$ cat src/rtl/exe_wb_arbiter.sv
// Round-robin writeback arbiter: picks one execution unit per cycle and holds
// the winner in a one-entry output register that feeds the ROB completion port.
module exe_wb_arbiter #(
  parameter int DATA      = 32,
  parameter int ROB_DEPTH = 16,
  parameter int NREQ      = 4,
  localparam int ROBW     = $clog2(ROB_DEPTH),
  localparam int SRCW     = $clog2(NREQ)
) (
  input  logic                 clk,
  input  logic                 reset,
  input  logic                 flush,
  input  logic [NREQ-1:0]      req_valid,
  output logic [NREQ-1:0]      req_ready,
  input  logic [NREQ*ROBW-1:0] req_rob_id,
  input  logic [NREQ*DATA-1:0] req_data,
  input  logic [NREQ-1:0]      req_exp,
  output logic                 wb_valid,
  input  logic                 wb_ready,
  output logic [ROBW-1:0]      wb_rob_id,
  output logic [DATA-1:0]      wb_data,
  output logic                 wb_exp,
  output logic [SRCW-1:0]      wb_src
);

  logic            r_valid;
  logic [ROBW-1:0] r_rob_id;
  logic [DATA-1:0] r_data;
  logic            r_exp;
  logic [SRCW-1:0] r_src;
  logic [SRCW-1:0] r_ptr;

  logic            w_allow;
  logic            w_any;
  logic [SRCW-1:0] w_win;
  logic [SRCW:0]   w_idx;
  logic            w_xfer;
  logic [SRCW-1:0] w_ptr_nxt;

  // Scan from the farthest slot back toward ptr so the first match in
  // round-robin order is the last one written.
  always_comb begin
    w_any = 1'b0;
    w_win = '0;
    w_idx = '0;
    for (int k = NREQ - 1; k >= 0; k--) begin
      w_idx = {1'b0, r_ptr} + (SRCW+1)'(k);
      if (w_idx >= (SRCW+1)'(NREQ)) w_idx = w_idx - (SRCW+1)'(NREQ);
      if (req_valid[w_idx[SRCW-1:0]]) begin
        w_any = 1'b1;
        w_win = w_idx[SRCW-1:0];
      end
    end
  end

  assign w_allow = !reset && !flush && (!r_valid || wb_ready);

  always_comb begin
    req_ready = '0;
    for (int i = 0; i < NREQ; i++) begin
      req_ready[i] = w_allow && w_any && (w_win == SRCW'(i));
    end
  end

  assign w_xfer    = w_allow && w_any;
  assign w_ptr_nxt = (w_win == SRCW'(NREQ - 1)) ? '0 : w_win + SRCW'(1);

  always_ff @(posedge clk) begin
    if (reset) begin
      r_valid  <= 1'b0;
      r_rob_id <= '0;
      r_data   <= '0;
      r_exp    <= 1'b0;
      r_src    <= '0;
      r_ptr    <= '0;
    end else if (flush) begin
      r_valid <= 1'b0;
    end else if (w_xfer) begin
      r_valid  <= 1'b1;
      r_rob_id <= req_rob_id[w_win*ROBW +: ROBW];
      r_data   <= req_data[w_win*DATA +: DATA];
      r_exp    <= req_exp[w_win];
      r_src    <= w_win;
      r_ptr    <= w_ptr_nxt;
    end else if (wb_ready) begin
      // Drained with nothing to replace it; payload is left as don't-care.
      r_valid <= 1'b0;
    end
  end

  assign wb_valid  = r_valid;
  assign wb_rob_id = r_rob_id;
  assign wb_data   = r_data;
  assign wb_exp    = r_exp;
  assign wb_src    = r_src;

endmodule
$ cat config.mk
export PLATFORM = sky130hd
export DESIGN_NAME = exe_wb_arbiter
export DESIGN_NICKNAME = d
export VERILOG_FILES = /design/src/rtl/exe_wb_arbiter.sv
export SDC_FILE = /design/constraint.sdc
export NUM_CORES = 1
export LEC_CHECK = 0
export ABC_AREA = 1
export BUFFER_PORTS_ARGS = -buffer_cell sky130_fd_sc_hd__buf_2
export CAP_MARGIN = 25
export CORE_ASPECT_RATIO = 1.2
export CORE_MARGIN = 3
export CORE_UTILIZATION = 39
export DETAILED_ROUTE_END_ITERATION = 8
export HOLD_SLACK_MARGIN = 0.02
export PLACE_DENSITY = 0.77
export SYNTH_ARGS = -nofsm -noshare
export SYNTH_HDL_FRONTEND = slang
export SYNTH_SLANG_ARGS = --single-unit
$ cat constraint.sdc
create_clock -name clk -period 1.95 [get_ports clk]
set_clock_uncertainty 0.05 [all_clocks]
set_input_delay 0.4875 -clock clk [delete_from_list [all_inputs] [get_ports clk]]
set_output_delay 0.4875 -clock clk [all_outputs]
set_load 0.01 [all_outputs]
**Yosys cells after proc, flatten, opt, wreduce, memory -nomap -nowiden**

Index checks and enable logic that the tools add are counted.

- Add/sub/neg operators: 8
- Order comparisons: 9
- Equal/unequal tests: 3
- Shifts and indexed selects: 2
- Muxes and demuxes: 25
- Bitwise operators: 1
- Reductions and logical operators: 15

Operator list:

| kind | number |
|---|---|
| $shiftx A128 B8 Y32 | 1 |
| $mux W2 | 9 |
| $shiftx A16 B5 Y4 | 1 |
| $lt A2 B3 Y1 const B | 5 |
| $mux W1 | 11 |
| $bmux W1 S2 | 5 |
| $ge A3 B3 Y1 const B | 3 |
| $sub A2 B1 Y2 const B | 4 |
| $logic_and A1 B1 Y1 | 7 |
| $add A2 B2 Y3 const B | 2 |
| $eq A2 B2 Y1 const B | 2 |
| $add A2 B1 Y3 const B | 1 |
| $ge A2 B3 Y1 const B | 1 |
| $logic_not A1 Y1 | 3 |
| $add A2 B1 Y2 const B | 1 |
| $eq A2 B1 Y1 const B | 1 |
| $logic_not A2 Y1 | 1 |
| $reduce_and A2 Y1 | 1 |
| $reduce_bool A2 Y1 | 1 |
| $reduce_or A2 Y1 | 1 |
| $logic_or A1 B1 Y1 | 1 |
| $not A1 Y1 | 1 |

- Register bits: 42
- Input port bits: 156
- Output and inout port bits: 44
- Logic and storage cells: 69

**Depth between registers and ports, before layout**

- Word-level depth: 11
- Depth in mapped cells: 16
- Mapped depth without buffers: 14

**Least setup slack after synthesis**

Ideal clock, no wire load.

- Path type: input to output
- Start point: in req_valid[1]
- End point: out req_ready[3]
- Data arrival time: 1.564 ns
- Required time: 1.412 ns
- Slack: -0.151 ns
- Stages: 11
- Path buffers: 1
- Cells stage by stage: inv_1 -> nand2_1 -> nand3_1 -> nand2_1 -> nand3_1 -> nand2_1 -> nand2_1 -> nand2_2 -> buf_6 -> inv_1 -> nor3_1

- Longest elaborated chain between the ends: 8

RTL lines:

| what | line | text |
|---|---|---|
| start: declaration | 13 | `input logic [NREQ-1:0] req_valid,` |
| $bmux W1 S2 | 49 | `if (req_valid[w_idx[SRCW-1:0]]) begin` |
| $mux W1 (implied by the code) | 49 |  |
| $mux W2 / $mux W1 (equally long branches) (4 in a row) | 49 |  |
| $eq A2 B2 Y1 / $logic_and A1 B1 Y1 (equally long branches) | 61 | `req_ready[i] = w_allow && w_any && (w_win == SRCW'(i));` |
| $logic_and A1 B1 Y1 (*) | 61 |  |
| end: declaration | 14 | `output logic [NREQ-1:0] req_ready,` |

Mark *: on every way between the ends. The rest lies on a longest branch, timed or not. The select of a mux whose other input is x is not followed.

**Worst setup path in the final report**

- Start point: reg r_ptr[0]
- End point: reg r_data[2] (netlist: wb_data[2])

- Longest elaborated chain between the ends: 11

RTL lines:

| what | line | text |
|---|---|---|
| start: declaration | 31 | `logic [SRCW-1:0] r_ptr;` |
| start signal: assignment | 84 | `r_ptr <= w_ptr_nxt;` |
| branches (longest 11 deep; another with $add A2 B2 Y3) | n/a |  |
| end signal: assignment | 81 | `r_data <= req_data[w_win*DATA +: DATA];` |
| end: declaration | 28 | `logic [DATA-1:0] r_data;` |

Several ways; the timed one is not identified. The select of a mux whose other input is x is not followed.
A chain may end at the register's enable or synchronous reset.

==> reports/results.ini <==
[outcome]
status=finished with violations
violations=setup timing

[setup_path]
start_kind=flop
crit_path_end_kind=flop
worstPathCellList=nand2_2 -> nand3_2 -> nand2_2 -> inv_2 -> nand2_4 -> nand2_4 -> nand2_4 -> buf_4 -> buf_6 -> buf_12 -> buf_8 -> buf_12 -> buf_16 -> nor2_1 -> nor2_1 -> nor2_1 -> nor2_1
cp_max_fo=9
critPathMaxStageDelay_ns=0.44
cp.required_ns=2.08
cp.arrival_ns=2.42
critical_path_depth=17
path_class=flop to flop
rr_worst_depth=17
crit_family=buffers and inverters
crit_top_cell=nor2_1
critPathSlowestCell=dfxtp_4
critPathBufInv=7

[final_layout]
fillers=634
drive_above_1_share_pct=48.7
nets=936
area_growth_syn_to_layout_pct=72.5
antennaDiodeCount=0

[detailed_routing]
drt-pass1-iter-count=5
drt-total-wl_um=13300
first_iter_violations=175
ant_nets=0
wire_per_inst_um=15.2
drc=0
vias_per_cell=5.29
vias=4622

[logic_synthesis]
synth_xor_area_share_pct=0
syn-cell-area_um2=3190
ys_warn_count=0
yosys.area.top_type_share_pct=26.4
syn_nets=721
ys_ff_latch=42
netlist-cell-type-count=20
ys.flop_type=dfxtp_1
synth_compound_area_share_pct=6.91
synth.area.top_cells=dfxtp_1 26%, nor2_1 18%, nand3_1 13%
synth_top_family_by_area=simple AND/OR/NAND/NOR gates
synthArstFlopShare_pct=0
yosysMostFrequentCell=nor2_1
synth_mux_area_share_pct=0
yosysTopAreaCell=dfxtp_1
synth_edf_count=0
yosysSeqAreaShare_pct=26.4
synth_common_cells=155 x nor2_1, 102 x nand2_1, 83 x nand3_1, 50 x inv_1, 42 x dfxtp_1
postSynthCellCount=565
syn_avg_cell_area_um2=5.64
synthAdderAreaFrac_pct=0
synth-simple-area-share_pct=51.8

[clock_network]
cts_buffers=5
tritoncts=built
cts-root-buf=clkbuf_8
cts_buffer_depth=2
htreeDepth=2
hold_buffers=0
clk_pin_slew_ns=0.08
cts_sinks=42
clk_latency_ns=0.28

[global_route]
grt_max_degree=51
grt_util_all_layers_pct=27.1
grt_pass1_vias=4440
grt-ovfl-total=0
grt_pass1_wl_um=20200
antenna_found_initial=0

[floorplan]
coreArea_um2=7790
io_pins=200
die_area_um2=9290
die_w_um=88.5
fp-row-count=35
start_util_pct=40.9
fp.dieH_um=105

[timing]
fmax_mhz=436
worst_slack_ns=-0.344
min_period_over_period_pct=118
period_minus_slack_ns=2.29
rsz0062_at_grt=yes
worstMarginPinSlew_ns=0.578
finalSetupViolCount=41
worst_slew_margin_rel_pct=61.4
hold_viol=0
fin_hold_ws_ns=0.426
maxSlewViolCount=0

[power_and_ir_drop]
power_per_cell_area_nw_per_um2=772
leakage_uw=0.00280
peakVddDrop_mv=0.335

[hold_path]
worstHoldPathCells=4
hold_class=input pin to flop

[place]
place_congestion=0.886
post-dp-hpwl_um=8200
post-place-ws_ns=-0.339
io_buffers=199

[job]
cap_violations=0

[through the flow]
step / setup TNS (ns) / std cells / power, uW / area, um^2 / util (%)
after floorplan: -0.193 / 565 / 2170 / 3290 / -
after global placement: -9.51 / 839 / 2630 / 4370 / 56.1
after detailed placement: -12.15 / 839 / 2660 / 4370 / 56.1
after CTS: -8.75 / 872 / 4100 / 5360 / 68.7
after global routing: -16.19 / 873 / 4500 / 5500 / 70.5
final: -11.01 / 873 / 4240 / 5500 / 70.5
[state kept, by name (all words and copies together), names as in the netlist]
register and count:
wb_valid 1, wb_src 2, wb_rob_id 4, wb_data 32, r_ptr 2, wb_exp 1
[cells by family after synthesis]
logic type,after synthesis
compound gates,44
simple gates,381
flops,42
buf+inv,98
[worst paths after layout]
check	end	from	slack [ns]
setup / recovery	wb_data[2]	r_ptr[0]	-0.34
hold / removal	wb_valid	flush	0.43
setup reg to reg	wb_data[2]	r_ptr[0]	-0.34
hold reg to reg	wb_rob_id[2]	wb_rob_id[2]	0.47
[power breakdown]
part	switching (uW)	total, uW	internal, uW
sequential	52.6	994	941
combinational	1410	2680	1280
clock	279	564	286
[per-layer routing]
layer,part of all wire (%),wire length [um],vias to the layer above,track usage [%]
met5,0,0,-,0
met4,3.7,490,0,12.5
met3,6.6,878,41,4.02
met2,54,7180,225,49.5
met1,36,4750,2107,29.7
li1,-,-,2249,-
[cells in the final DEF, fill, tap and decap left out, types with 9 or more instances in the layout]
cell / synthesis / layout
buf_2: 25 / 197
nor2_1: 155 / 116
nand2_1: 102 / 82
inv_1: 50 / 43
dfxtp_1: 42 / 40
nand3_1: 83 / 39
nand3_2: 0 / 38
nand4_1: 37 / 37
nor2_2: 0 / 32
o21ai_0: 32 / 30
buf_4: 1 / 25
buf_16: 0 / 13
nand2_2: 1 / 12
o21ai_1: 9 / 10
nand2_4: 0 / 9
[timing repair]
item | 4_1_cts | 5_1_grt
pin swaps | 58 | 15
setup buffers | 14 | 0
gates cloned | 12 | 1
endpoints found under the setup margin | 45 | 44
resized for setup | 115 | 35
[tightest hold or removal path: stages]
cell	delay, ns
buf_2	0.08
nor2_1	0.04
o21ai_1	0.06
inv_1	0.05
[layout make-up]
cell class	count	area (um^2)	share of cell area, %
Multi-Input combinational cell	425	2380	43.3
Timing Repair Buffer	253	1840	33.5
Sequential cell	42	846	15.4
Inverter	53	224	4.07
Tap cell	92	115	2.09
Clock buffer	7	86.3	1.57
Clock inverter	1	5.00	0.0911
Note: power is estimated with default switching activity, not from simulation.
